<file path="src/rtl/conv_pkg.sv">
// Shared constants and arithmetic helpers for the convolution layer datapath.
// Saturation mode of requantize() is selected by CONV_OUTQ_RELU_EN.
package conv_pkg;

  localparam int unsigned CONV_ACC_W = 32;
  localparam int unsigned CONV_PIX_W = 8;

  function automatic int unsigned window_count(input int unsigned img_w,
                                               input int unsigned img_h,
                                               input int unsigned k_w,
                                               input int unsigned k_h);
    return (img_w - k_w + 1) * (img_h - k_h + 1);
  endfunction

  function automatic logic [CONV_PIX_W-1:0] requantize(input logic signed [CONV_ACC_W-1:0] acc,
                                                       input int unsigned shift);
    logic signed [CONV_ACC_W-1:0] s;
    s = acc >>> shift;
`ifdef CONV_OUTQ_RELU_EN
    if (s < 0)
      return '0;
    else if (s > 255)
      return '1;
    else
      return s[CONV_PIX_W-1:0];
`else
    if (s < -128)
      return 8'h80;
    else if (s > 127)
      return 8'h7F;
    else
      return s[CONV_PIX_W-1:0];
`endif
  endfunction

endpackage

</file>
<file path="src/rtl/sync_fifo.sv">
// Single-clock FIFO with combinational head read; push while full succeeds if a pop frees the slot.
module sync_fifo #(
  parameter int unsigned WIDTH = 8,
  parameter int unsigned DEPTH = 8
) (
  input  logic             clock,
  input  logic             reset,
  input  logic             push,
  input  logic [WIDTH-1:0] push_data,
  input  logic             pop,
  output logic [WIDTH-1:0] pop_data,
  output logic             full,
  output logic             empty
);

  localparam int unsigned AW = (DEPTH > 1) ? $clog2(DEPTH) : 1;
  localparam int unsigned CW = $clog2(DEPTH + 1);

  logic [WIDTH-1:0] mem [DEPTH];
  logic [AW-1:0]    wr_ptr;
  logic [AW-1:0]    rd_ptr;
  logic [CW-1:0]    count;
  logic             do_push;
  logic             do_pop;

  assign full     = (count == CW'(DEPTH));
  assign empty    = (count == '0);
  assign do_pop   = pop && !empty;
  assign do_push  = push && (!full || do_pop);
  assign pop_data = mem[rd_ptr];

  always_ff @(posedge clock) begin
    if (reset) begin
      wr_ptr <= '0;
      rd_ptr <= '0;
      count  <= '0;
    end else begin
      if (do_push)
        wr_ptr <= (wr_ptr == AW'(DEPTH - 1)) ? '0 : wr_ptr + AW'(1);
      if (do_pop)
        rd_ptr <= (rd_ptr == AW'(DEPTH - 1)) ? '0 : rd_ptr + AW'(1);
      if (do_push && !do_pop)
        count <= count + CW'(1);
      else if (!do_push && do_pop)
        count <= count - CW'(1);
    end
  end

  always_ff @(posedge clock) begin
    if (do_push)
      mem[wr_ptr] <= push_data;
  end

endmodule

</file>
<file path="src/rtl/conv_output_sequencer.sv">
// Tracks valid convolution windows, requantizes each lane and streams bytes channel by channel.
// Build option CONV_OUTQ_RELU_EN switches requantization to ReLU + unsigned saturation.
module conv_output_sequencer
  import conv_pkg::*;
#(
  parameter int unsigned NUM_TREES    = 4,
  parameter int unsigned IMG_W        = 28,
  parameter int unsigned IMG_H        = 28,
  parameter int unsigned KERNEL_W     = 3,
  parameter int unsigned KERNEL_H     = 3,
  parameter int unsigned PIPE_LATENCY = 4,
  parameter int unsigned SHIFT        = 8,
  parameter int unsigned FIFO_DEPTH   = 8,
  localparam int unsigned CH_W        = (NUM_TREES > 1) ? $clog2(NUM_TREES) : 1
) (
  input  logic                              clock,
  input  logic                              reset,
  input  logic                              pixel_in_valid,
  input  logic [CONV_ACC_W*NUM_TREES-1:0]   conv_in,
  output logic [CONV_PIX_W-1:0]             out_data,
  output logic                              out_valid,
  input  logic                              out_ready,
  output logic [CH_W-1:0]                   out_channel,
  output logic                              out_last,
  output logic                              overflow
);

  localparam int unsigned COL_W   = (IMG_W > 1) ? $clog2(IMG_W) : 1;
  localparam int unsigned ROW_W   = (IMG_H > 1) ? $clog2(IMG_H) : 1;
  localparam int unsigned ENTRY_W = NUM_TREES * CONV_PIX_W + 1;

  logic [PIPE_LATENCY-1:0] v_pipe;
  logic [PIPE_LATENCY:0]   v_chain;
  logic                    v_d;
  logic [COL_W-1:0]        col;
  logic [ROW_W-1:0]        row;
  logic                    win_valid;
  logic                    win_last;
  logic [ENTRY_W-1:0]      push_data;
  logic [ENTRY_W-1:0]      head;
  logic                    fifo_full;
  logic                    fifo_empty;
  logic                    xfer;
  logic                    pop;
  logic [CH_W-1:0]         idx;

  // Chain includes the live input so a latency of 1 needs no special case.
  assign v_chain = {v_pipe, pixel_in_valid};
  assign v_d     = v_pipe[PIPE_LATENCY-1];

  always_ff @(posedge clock) begin
    if (reset)
      v_pipe <= '0;
    else
      v_pipe <= v_chain[PIPE_LATENCY-1:0];
  end

  always_ff @(posedge clock) begin
    if (reset) begin
      col <= '0;
      row <= '0;
    end else if (v_d) begin
      if (col == COL_W'(IMG_W - 1)) begin
        col <= '0;
        row <= (row == ROW_W'(IMG_H - 1)) ? '0 : row + ROW_W'(1);
      end else begin
        col <= col + COL_W'(1);
      end
    end
  end

  assign win_valid = v_d && (col >= COL_W'(KERNEL_W - 1)) && (row >= ROW_W'(KERNEL_H - 1));
  assign win_last  = win_valid && (col == COL_W'(IMG_W - 1)) && (row == ROW_W'(IMG_H - 1));

  for (genvar g = 0; g < NUM_TREES; g++) begin : g_lane
    assign push_data[g*CONV_PIX_W +: CONV_PIX_W] =
      requantize(conv_in[g*CONV_ACC_W +: CONV_ACC_W], SHIFT);
  end
  assign push_data[ENTRY_W-1] = win_last;

  sync_fifo #(
    .WIDTH (ENTRY_W),
    .DEPTH (FIFO_DEPTH)
  ) u_fifo (
    .clock     (clock),
    .reset     (reset),
    .push      (win_valid),
    .push_data (push_data),
    .pop       (pop),
    .pop_data  (head),
    .full      (fifo_full),
    .empty     (fifo_empty)
  );

  always_ff @(posedge clock) begin
    if (reset)
      overflow <= 1'b0;
    else if (win_valid && fifo_full && !pop)
      overflow <= 1'b1;
  end

  assign out_valid   = !fifo_empty;
  assign xfer        = out_valid && out_ready;
  assign pop         = xfer && (idx == CH_W'(NUM_TREES - 1));
  assign out_channel = idx;

  always_ff @(posedge clock) begin
    if (reset)
      idx <= '0;
    else if (xfer)
      idx <= pop ? '0 : idx + CH_W'(1);
  end

  // Head memory is not reset, so payload outputs are gated to read 0 while idle.
  always_comb begin
    out_data = '0;
    out_last = 1'b0;
    if (out_valid) begin
      out_data = head[idx*CONV_PIX_W +: CONV_PIX_W];
      out_last = head[ENTRY_W-1] && (idx == CH_W'(NUM_TREES - 1));
    end
  end

endmodule

</file>
<file path="config.mk">
export PLATFORM = sky130hd
export DESIGN_NAME = conv_output_sequencer
export DESIGN_NICKNAME = d
export VERILOG_FILES = /design/src/rtl/conv_pkg.sv /design/src/rtl/sync_fifo.sv /design/src/rtl/conv_output_sequencer.sv
export SDC_FILE = /design/constraint.sdc
export NUM_CORES = 1
export LEC_CHECK = 0
export BUFFER_PORTS_ARGS = -buffer_cell sky130_fd_sc_hd__buf_2
export CAP_MARGIN = 15
export CORE_ASPECT_RATIO = 0.5
export CORE_MARGIN = 2
export CORE_UTILIZATION = 48
export DETAILED_ROUTE_END_ITERATION = 10
export MAX_ROUTING_LAYER = met4
export PLACE_DENSITY = 0.71
export SYNTH_ARGS = -nofsm -noshare
export SYNTH_HDL_FRONTEND = slang
export SYNTH_SLANG_ARGS = --single-unit
</file>
<file path="constraint.sdc">
create_clock -name clock -period 6.9 [get_ports clock]
set_clock_uncertainty 0.1 [all_clocks]
set_input_delay 1.38 -clock clock [delete_from_list [all_inputs] [get_ports clock]]
set_output_delay 1.38 -clock clock [all_outputs]
set_load 0.02 [all_outputs]
</file>
---- Word level (Yosys, flattened, before mapping) ----
Memory sizes are Yosys's and may differ from the RTL's. A register that Yosys moved wholly into a read port is not among the register bits.
Cells that the tools add are included.
storage, ports and cells
  output and inout port bits .............. 13
  memories kept ........................... 1
  register bits ........................... 27
  RAM bits ................................ 264
  word-level logic and storage cells ...... 76
cells by class
  shifts and indexed selects .............. 1
  reductions and logical operators ........ 22
  equality and inequality tests ........... 6
  order comparisons ....................... 10
  multiplexer cells ....................... 21
  $add $sub $neg .......................... 7
memory list
  name        depth  width  rd ports  clocked after Yosys merged registers in  write ports  RTL line         text
  u_fifo.mem  8      33     1         1                                        1            sync_fifo.sv:19  logic [WIDTH-1:0] mem [DEPTH];
operators with widths
  operator               count
  $gt A24 B8 Y1 const B  4
  $lt A24 B8 Y1 const B  4
  $mux W8                9
  $shiftx A33 B6 Y8      1
  $logic_and A1 B1 Y1    13
  $mux W3                4
  $add A5 B1 Y5 const B  2
  $eq A5 B5 Y1 const B   2
  $ge A5 B2 Y1 const B   2
  $mux W5                2
  $mux W4                2
  $add A3 B1 Y3 const B  2
  $eq A3 B3 Y1 const B   2
  $logic_not A1 Y1       5
  $add A4 B1 Y4 const B  1
  $eq A4 B4 Y1 const B   1
  $logic_not A4 Y1       1
  $sub A4 B1 Y4 const B  1
  $mux W1                3
  $add A2 B1 Y2 const B  1
  $eq A2 B2 Y1 const B   1
  $mux W2                1
  $reduce_and A2 Y1      1
  $reduce_bool A2 Y1     1
  $logic_or A1 B1 Y1     1

---- Logic depth before layout (Yosys ltp) ----
Gate-level depths: netlist of the first run.
  depth after elaboration ................. 11
  mapped depth ............................ 13
  depth with buffers taken out ............ 13

---- Modules after synthesis ----
A second synthesis of the first run with hierarchy kept.
second synthesis, totals
  cells, all modules ...................... 638
  area, all modules ....................... 12238.0 um^2
by module, submodules not included
  module                 seq. area each (um^2)  cells an instance  instances  area each (um^2)
  sync_fifo              8187.9                 456                1          10588.9
  conv_output_sequencer  340.3                  182                1          1649.1

---- Worst setup path after synthesis of the first run ----
OpenSTA, ideal clock, no wires.
  path type ............................... in2reg
  start point ............................. in out_ready
  end point ............................... mem u_fifo.mem[4][0] (netlist bit) (enable)
  stages on the path ...................... 5
  path buffers ............................ 0
  arrival ................................. 4568 ps
  required time ........................... 6329 ps
  path slack .............................. 1761 ps
  path through ............................ nand2_1 -> and3_1 -> nor3_4 -> nand2b_1 -> nor3b_1
between the ends
  cells in the longest elaborated chain, start to end .. 7
RTL lines
  element                        RTL line                      text
  start, declared                conv_output_sequencer.sv:22   input logic out_ready,
  $logic_and A1 B1 Y1            conv_output_sequencer.sv:103  assign xfer = out_valid && out_ready;
  $logic_and A1 B1 Y1            conv_output_sequencer.sv:104  assign pop = xfer && (idx == CH_W'(NUM_TREES - 1));
  $logic_and A1 B1 Y1            sync_fifo.sv:28               assign do_pop = pop && !empty;
  $logic_or A1 B1 Y1             sync_fifo.sv:29               assign do_push = push && (!full || do_pop);
  $logic_and A1 B1 Y1            sync_fifo.sv:29
  via u_fifo.do_push             sync_fifo.sv:23               logic do_push;
  $mux W1                        sync_fifo.sv:50               if (do_push)
  $mux W1 (implied by the code)  sync_fifo.sv:51               mem[wr_ptr] <= push_data;
  end, declared                  sync_fifo.sv:19
The timed path passes the listed nets, and every way through them passes these cells.

==> impl_metrics.tcl, run 1 <==
set metrics [dict create \
    synth_top_family_by_area "multiplexers" \
    cts_hold_repair.buffers 0 \
    clock_sinks 294 \
    syn_inst 639 \
    finalHoldViolations 0 \
    critPathArrivalTime_ns 3.38 \
    antenna_left 0 \
    cts_inserted_buffers 26 \
    grt_pass1_wl_um 38300 \
    dieWidth_um 228 \
    synth_top_area_cell "edfxtp_1" \
    avgSynthCellArea_um2 18.8 \
    end_kind "primary output" \
    final_common_cell "edfxtp_1" \
    cp_slowest_stage_delay_ns 0.91 \
    cts_buffer_depth 3 \
    crit_chain "buf_4 > mux4_2 > a221oi_1 > a221oi_1 > buf_2" \
    yosys.area_share.simple_pct 5.19 \
    cts_tree "done" \
    critPathSlowestCell "dfxtp_4" \
    p_sw_w 0.000671 \
    insertion_delay_ns 0.51 \
    nets 907 \
    drive_gt1_share_pct 33.4 \
    crit_path_start_kind "flip-flop" \
    ios 145 \
    power_frac_seq_pct 55.6 \
    slew_violations 0 \
    cpLargestDelayFamily "flip-flops" \
    path_max_fanout 43 \
    num_rows 40 \
    core-area_mm2 0.0243 \
    fillers 1788 \
    hold_path.class "flip-flop to flip-flop" \
    htreeDepth 1 \
    wl_per_cell_um 22.2 \
    max_freq_ghz 0.206 \
    finalNonFillerCells 1118 \
    track_usage_pct 19.9 \
    area_growth_pct 15.1 \
    rsz0062_at_grt "false" \
    n_antenna_cell 0 \
    switching_share_pct 19.2 \
    grt_pass1_vias 6668 \
    place.port_buffers 112 \
    setup_viol 0 \
    period_share_pct 70.4 \
    start_util_pct 49.5 \
    final_cell_mix "edfxtp_1 (264), buf_2 (112), mux4_2 (66)" \
    dp_hpwl_um 15000 \
    synth_top_area_share_pct 66.0 \
    power.internal_w 0.00282 \
    syn_nets 784 \
    place_inst 1070 \
    power.density_mw_per_mm2 252 \
    ir_drop_mv 0.144 \
    yosys_register_bits 294 \
    tns_ns 0 \
    post_cts_buffers 0 \
    combPwrFrac_pct 2.4 \
    first_pass_iters 5 \
    cts_root_buffer "clkbuf_16" \
    synthAdderAreaFrac_pct 1.42 \
    synth_area_leaders "edfxtp_1 (66%), mux4_2 (12%), dfxtp_1 (5.0%)" \
    gp_congestion 0.826 \
    synthMuxAreaShare_pct 15.1 \
    crit_path_frequent_cell "a221oi_1" \
    ys_warn_count 0 \
    drt-initial-drc-count 642 \
    p_leak_nw 4.62 \
    antenna_found_initial 0 \
    path_clk_slew_ns 0.06 \
    worst_pin_slew_ns 0.974 \
    cap_violations 0 \
    hold_ws_ns 0.337 \
    required_ns 5.42 \
    post-route-drc-count 0 \
    cts_resized 0 \
    fp.dieH_um 116 \
    synth-compound-area-share_pct 5.24 \
    maxSlewHeadroom_pct 35.1 \
    yosysSeqAreaShare_pct 70.9 \
    grt_max_degree 44 \
    route.vias.total 6531 \
    dieArea_mm2 0.0264 \
    clockPowerShare_pct 42.0 \
    syn_area_mm2 0.0120 \
    crit_buf_inv 2 \
    seqCellArea_mm2 0.00853 \
    overflow 0 \
    fin_crit_ns 4.86 \
    status "finished, final reports clean" \
    crit_type "flip-flop to primary output" \
    synth_cell_types 46 \
    synthXorXnorAreaFrac_pct 0.437 \
    multi_input_area_mm2 0.00334 \
    routed_wl_um 24800 \
    vias_per_cell 5.84 \
]
## synthesized netlist by cell type (all sizes together)
| cell | instances |
|---|---|
| dfxtp | 30 |
| buf | 18 |
| a211oi | 1 |
| nand4 | 17 |
| nand2 | 9 |
| or3 | 2 |
| mux4 | 66 |
| ha | 12 |
| clkbuf | 12 |
| o21ai | 10 |
| a311oi | 1 |
| a21o | 29 |
| xnor2 | 3 |
| a221oi | 13 |
| fa | 1 |
| a2111oi | 1 |
| nor3 | 9 |
| a21oi | 16 |
| nand3 | 4 |
| a31o | 1 |
| and3 | 2 |
| and4 | 1 |
| nand3b | 1 |
| and2 | 1 |
| o41ai | 4 |
| nor3b | 5 |
| nor4 | 17 |
| nor2 | 32 |
| mux2 | 8 |
| xor2 | 3 |
| nand2b | 3 |
| nor2b | 6 |
| a41oi | 5 |
| inv | 4 |
| and4b | 1 |
| edfxtp | 264 |
| and3b | 1 |
| mux2i | 24 |
| or4 | 2 |
## cell families after synthesis
family                   count (synthesis)
flip-flops                             294
AND/OR/NAND/NOR                        113
XOR/XNOR                                 6
multiplexers                            98
buffers and inverters                   34
AO/OA/AOI/OAI                           81
adder cells (fa/ha/maj)                 13
## worst paths after layout
check / start / to / slack [ns] / cells past startpoint
setup / recovery: flip-flop / out_data[7] / 2.04 / 5
setup reg to reg: out_channel[1] / u_fifo.mem[4][13] / 3.25 / 7
hold reg to reg: v_pipe[1] / v_pipe[2] / 0.34 / 1
hold / removal: v_pipe[1] / v_pipe[2] / 0.34 / 1
## final cells by class
type                    instances  share of cell area (%)
flip-flops and latches        294                    61.7
multi-input cells             311                    24.1
clock buffers                  32                    4.87
repair buffers                125                    4.76
well taps                     336                    3.04
clock inverters                16                    1.38
inverters                       4                   0.109
## state kept, by name, indices dropped and copies added, names as in the netlist, named ones only
name / count
u_fifo.mem: 264
col: 5
row: 5
u_fifo.count: 4
v_pipe: 4
u_fifo.rd_ptr: 3
u_fifo.wr_ptr: 3
out_channel: 2
overflow: 1
## metal layers
layer / wire, µm / global-route usage [%]
met3: 1540 / 3.15
met1: 10900 / 26.9
met4: 367 / 4.52
met2: 12000 / 32.3
met5: 0 / -
## power groups by stage
stage / logic, W / registers, W / clock network [W]
final: 0.0000823 / 0.00194 / 0.00147
after global routing: 0.0000912 / 0.00194 / 0.00157
after CTS: 0.0000819 / 0.00194 / 0.00149
after detailed placement: 0.0000815 / 0.00198 / 0
after global placement: 0.0000762 / 0.00198 / 0
after floorplan: 0.0000332 / 0.00198 / 0
## through the flow
stage	power [W]	utilization, %	cell area, µm²	worst slack (ns)
floorplan	0.00201	-	12000	1.76
global placement	0.00206	53.4	13000	2.53
detailed placement	0.00206	53.4	13000	2.51
CTS	0.00352	57.0	13800	1.94
global route	0.00360	57.0	13800	1.83
finish	0.00349	57.0	13800	2.04
No activity file was read; power rests on OpenSTA's default activity.
==> inputs of run 2 (changes only) <==
--- a/config.mk
+++ b/config.mk
@@ -12,7 +12,7 @@
 export CORE_UTILIZATION = 48
 export DETAILED_ROUTE_END_ITERATION = 10
 export MAX_ROUTING_LAYER = met4
-export PLACE_DENSITY = 0.71
+export PLACE_DENSITY = 0.73
 export SYNTH_ARGS = -nofsm -noshare
 export SYNTH_HDL_FRONTEND = slang
 export SYNTH_SLANG_ARGS = --single-unit
==> constraint.sdc (replaced) <==
create_clock -name clock -period 4.1 [get_ports clock]
set_clock_uncertainty 0.1 [all_clocks]
set_input_delay 0.82 -clock clock [delete_from_list [all_inputs] [get_ports clock]]
set_output_delay 0.82 -clock clock [all_outputs]
set_load 0.02 [all_outputs]
==> impl_metrics.tcl, run 2 (synthesized netlist as in run 1, its figures left out) <==
set metrics [dict create \
    status "finished, final reports clean" \
    start_util_pct 49.5 \
    power.internal_w 0.00466 \
    antenna_left 0 \
    power_frac_seq_pct 56.6 \
    crit_path_start_kind "flip-flop" \
    final_cell_mix "edfxtp_1 (264), buf_2 (112), mux4_2 (66)" \
    place.port_buffers 112 \
    fp.dieH_um 116 \
    core-area_mm2 0.0243 \
    ir_drop_mv 0.331 \
    slew_violations 0 \
    combPwrFrac_pct 2.4 \
    maxSlewHeadroom_pct 40.0 \
    gp_congestion 0.801 \
    cts_buffer_depth 3 \
    grt_max_degree 52 \
    cts_hold_repair.buffers 0 \
    cts_root_buffer "clkbuf_16" \
    grt_pass1_wl_um 36900 \
    cts_tree "done" \
    hold_ws_ns 0.344 \
    end_kind "primary output" \
    grt_pass1_vias 6625 \
    p_sw_w 0.00111 \
    final_common_cell "edfxtp_1" \
    critPathArrivalTime_ns 2.98 \
    overflow 0 \
    crit_type "flip-flop to primary output" \
    required_ns 3.18 \
    worst_pin_slew_ns 0.890 \
    post-route-drc-count 0 \
    routed_wl_um 24200 \
    rsz0062_at_grt "false" \
    cap_violations 0 \
    clock_sinks 294 \
    track_usage_pct 19.1 \
    switching_share_pct 19.3 \
    route.vias.total 6502 \
    wl_per_cell_um 21.7 \
    cts_inserted_buffers 26 \
    antenna_found_initial 0 \
    cts_resized 0 \
    path_clk_slew_ns 0.06 \
    first_pass_iters 5 \
    vias_per_cell 5.82 \
    clockPowerShare_pct 41.0 \
    fin_crit_ns 3.90 \
    nets 907 \
    dp_hpwl_um 14900 \
    insertion_delay_ns 0.53 \
    dieWidth_um 228 \
    num_rows 40 \
    top_register "u_fifo.mem" \
    finalHoldViolations 0 \
    n_antenna_cell 0 \
    drive_gt1_share_pct 33.1 \
    max_freq_ghz 0.256 \
    p_leak_nw 4.62 \
    setup_viol 0 \
    ios 145 \
    htreeDepth 1 \
    drt-initial-drc-count 724 \
    dieArea_mm2 0.0264 \
    p_total_w 0.00577 \
    post_cts_buffers 0 \
    period_share_pct 95.2 \
    largest_reg_flops 264 \
    path_max_fanout 51 \
    power.density_mw_per_mm2 416 \
    area_growth_pct 15.3 \
    hold_path.class "flip-flop to flip-flop" \
    top_regs "u_fifo.mem x264, col x5, row x5" \
]
-- run 2: per-stage QoR --
step / TNS [ns] / util (%) / cell area [µm²] / instances / setup slack (ns)
after floorplan: -78.78 / - / 12000 / 639 / -0.479
after CTS: 0 / 57.1 / 13900 / 1118 / 0.150
after global routing: 0 / 57.1 / 13900 / 1118 / 0.0825
after detailed placement: 0 / 53.7 / 13000 / 1070 / 0.707
final: 0 / 57.1 / 13900 / 1118 / 0.198
after global placement: 0 / 53.7 / 13000 / 1070 / 0.683
-- run 2: layout make-up --
| type | count | area [µm²] |
|---|---|---|
| clock inverters | 13 | 128 |
| flip-flops and latches | 294 | 8530 |
| multi-input cells | 311 | 3340 |
| repair buffers | 125 | 721 |
| well taps | 336 | 420 |
| clock buffers | 35 | 704 |
| inverters | 4 | 15.0 |
| fillers | 1778 | 10400 |
-- run 2: metal layers --
metal | track usage, % | share of wire, % | vias to the layer above
met4 | 4.82 | 2.0 | 0
met3 | 2.56 | 6.0 | 36
met5 | - | 0 | -
li1 | - | - | 2911
met1 | 25.5 | 43 | 3317
met2 | 31.6 | 49 | 238
-- run 2: power by group through the flow --
| stage | combinational [W] | sequential, W | clock (W) |
|---|---|---|---|
| floorplan | 0.0000559 | 0.00333 | 0 |
| global placement | 0.000128 | 0.00333 | 0 |
| detailed placement | 0.000137 | 0.00333 | 0 |
| CTS | 0.000138 | 0.00327 | 0.00240 |
| global route | 0.000152 | 0.00327 | 0.00252 |
| finish | 0.000138 | 0.00327 | 0.00236 |
-- run 2: path summary, 6_finish.rpt --
path | start | end | slack [ns] | cells after the start
worst max register to register | u_fifo.count[0] | u_fifo.count[3] | 0.84 | 11
worst min register to register | v_pipe[2] | v_pipe[3] | 0.34 | 1
worst max-delay path | flip-flop | out_data[7] | 0.20 | 5
worst min-delay path | v_pipe[2] | v_pipe[3] | 0.34 | 1
-- run 2: critical path, cell delays in order (launching register included) --
cell	delay, ns
dfxtp_4	0.56
buf_12	0.39
mux4_2	0.58
a221oi_1	0.52
a221oi_1	0.17
buf_2	0.20
==> inputs of run 3 (changes only) <==
--- a/config.mk
+++ b/config.mk
@@ -7,12 +7,14 @@
 export LEC_CHECK = 0
 export BUFFER_PORTS_ARGS = -buffer_cell sky130_fd_sc_hd__buf_2
 export CAP_MARGIN = 15
+export CELL_PAD_IN_SITES_DETAIL_PLACEMENT = 1
+export CELL_PAD_IN_SITES_GLOBAL_PLACEMENT = 1
 export CORE_ASPECT_RATIO = 0.5
 export CORE_MARGIN = 2
-export CORE_UTILIZATION = 48
+export CORE_UTILIZATION = 45
 export DETAILED_ROUTE_END_ITERATION = 10
 export MAX_ROUTING_LAYER = met4
-export PLACE_DENSITY = 0.73
+export PLACE_DENSITY = 0.79
 export SYNTH_ARGS = -nofsm -noshare
 export SYNTH_HDL_FRONTEND = slang
 export SYNTH_SLANG_ARGS = --single-unit
==> impl_metrics.tcl, run 3 (synthesized netlist as in run 1, its figures left out) <==
set metrics [dict create \
    cts_buffer_depth 3 \
    end_kind "primary output" \
    place.port_buffers 112 \
    p_leak_nw 4.71 \
    overflow 0 \
    max_freq_ghz 0.258 \
    fillers 2431 \
    start_util_pct 45.7 \
    p_total_w 0.00590 \
    finalNonFillerCells 1145 \
    cp-endpoint "out_data[1]" \
    power.density_mw_per_mm2 420 \
    antenna_found_initial 0 \
    place_inst 1098 \
    slew_violations 0 \
    core-area_mm2 0.0263 \
    htreeDepth 1 \
    dieArea_mm2 0.0281 \
    insertion_delay_ns 0.53 \
    cts_resized 0 \
    gp_congestion 0.776 \
    ir_drop_mv 0.259 \
    tns_ns 0 \
    antenna_left 0 \
    fin_crit_ns 3.88 \
    critPathArrivalTime_ns 2.96 \
    met1_usage_pct 28.3 \
    required_ns 3.18 \
    reg2reg_depth 12 \
    nets 920 \
    post-place-ws_ns 0.758 \
    crit_path_start_kind "flip-flop" \
    fp.dieH_um 120 \
    crit_type "flip-flop to primary output" \
    worst_pin_slew_ns 0.806 \
    num_rows 42 \
    clock_sinks 294 \
    largest_reg_flops 264 \
    path_clk_slew_ns 0.06 \
    status "finished, final reports clean" \
    cts_root_buffer "clkbuf_16" \
    routed_wl_um 29300 \
    finalHoldViolations 0 \
    regToRegEndpoint "u_fifo.count[3]" \
    post-route-drc-count 0 \
    grt.busiest_layer "met2" \
    cts_hold_repair.buffers 0 \
    n_antenna_cell 0 \
    grtUsageMet3_pct 3.57 \
    post_cts_buffers 0 \
    path_max_fanout 21 \
    first_pass_iters 4 \
    hp-start "v_pipe[1]" \
    cts_inserted_buffers 26 \
    maxSlewHeadroom_pct 45.7 \
    grt_pass1_wl_um 44600 \
    area_growth_pct 16.8 \
    final_common_cell "edfxtp_1" \
    final_cell_mix "edfxtp_1 (264), buf_2 (112), mux4_2 (66)" \
    setup_slack_ns 0.223 \
    drive_gt1_share_pct 34.6 \
    period_share_pct 94.6 \
    grt_max_degree 39 \
    cts_tree "done" \
    wl_per_cell_um 25.6 \
    grt_pass1_vias 7316 \
    dieWidth_um 235 \
    route.vias.total 6694 \
    rr_startpoint "out_channel[0]" \
    setup_viol 0 \
    top_regs "u_fifo.mem x264, col x5, row x5" \
    hold_path.class "flip-flop to flip-flop" \
    r2r_slack_ns 0.80 \
    dp_hpwl_um 18500 \
    drt-initial-drc-count 572 \
    cap_violations 0 \
    ios 145 \
    top_register "u_fifo.mem" \
    grtUsageMet2_pct 36.5 \
    vias_per_cell 5.85 \
    rsz0062_at_grt "false" \
    track_usage_pct 21.8 \
]
## run 3: changes by cell type in the layout (fill, tap and decap cells not counted), moves of 2 or more
| cell | previous run | this run |
|---|---|---|
| buf_4 | 8 | 19 |
| clkbuf_8 | 2 | 6 |
| buf_12 | 5 | 7 |
| clkbuf_1 | 7 | 5 |
| clkinv_1 | 4 | 2 |
## run 3: how the worst min path moves through the flow
stage	end	slack, ns	cells past startpoint
2_1_floorplan	v_pipe[1]	0.31	1
4_1_cts	v_pipe[2]	0.35	1
3_5_place_dp	v_pipe[2]	0.33	1
6_report	v_pipe[2]	0.34	1
5_1_grt	v_pipe[1]	0.36	1
3_3_place_gp	v_pipe[3]	0.32	1
## run 3: area by class of cell
type | instances | area [µm²] | area share, %
clock inverters | 8 | 87.6 | 0.624
well taps | 352 | 440 | 3.14
flip-flops and latches | 294 | 8530 | 60.8
repair buffers | 138 | 843 | 6.01
multi-input cells | 311 | 3340 | 23.8
inverters | 4 | 15.0 | 0.107
clock buffers | 38 | 777 | 5.54
## run 3: per-stage QoR
| step | utilization, % | hold slack (ns) | instance area [µm²] |
|---|---|---|---|
| after detailed placement | 50.0 | 0.328 | 13200 |
| final | 53.3 | 0.341 | 14000 |
| after floorplan | - | 0.314 | 12000 |
| after CTS | 53.3 | 0.347 | 14000 |
| after global routing | 53.3 | 0.365 | 14000 |
| after global placement | 50.0 | 0.321 | 13200 |
## run 3: worst max-delay path, cell delays in order (launching register included)
cell and delay [ns]:
dfxtp_4 0.59, buf_12 0.26, mux4_2 0.55, mux2i_1 0.23, nor2_1 0.10, a221oi_1 0.32
a21oi_1 0.17, buf_2 0.19
## run 3: per-layer routing
metal | routed length [µm] | part of all wire (%) | vias up
li1 | - | - | 2928
met1 | 12100 | 41 | 3495
met2 | 14700 | 50 | 225
met3 | 1680 | 5.7 | 46
met4 | 728 | 2.5 | 0
met5 | 0 | 0 | -
## run 3: report_power, final
| group | total [W] | internal (W) | switching (W) |
|---|---|---|---|
| clock network | 0.00249 | 0.00143 | 0.00105 |
| logic | 0.000144 | 0.0000537 | 0.0000904 |
| registers | 0.00327 | 0.00327 | 0.00000107 |
| total | 0.00590 | 0.00475 | 0.00114 |
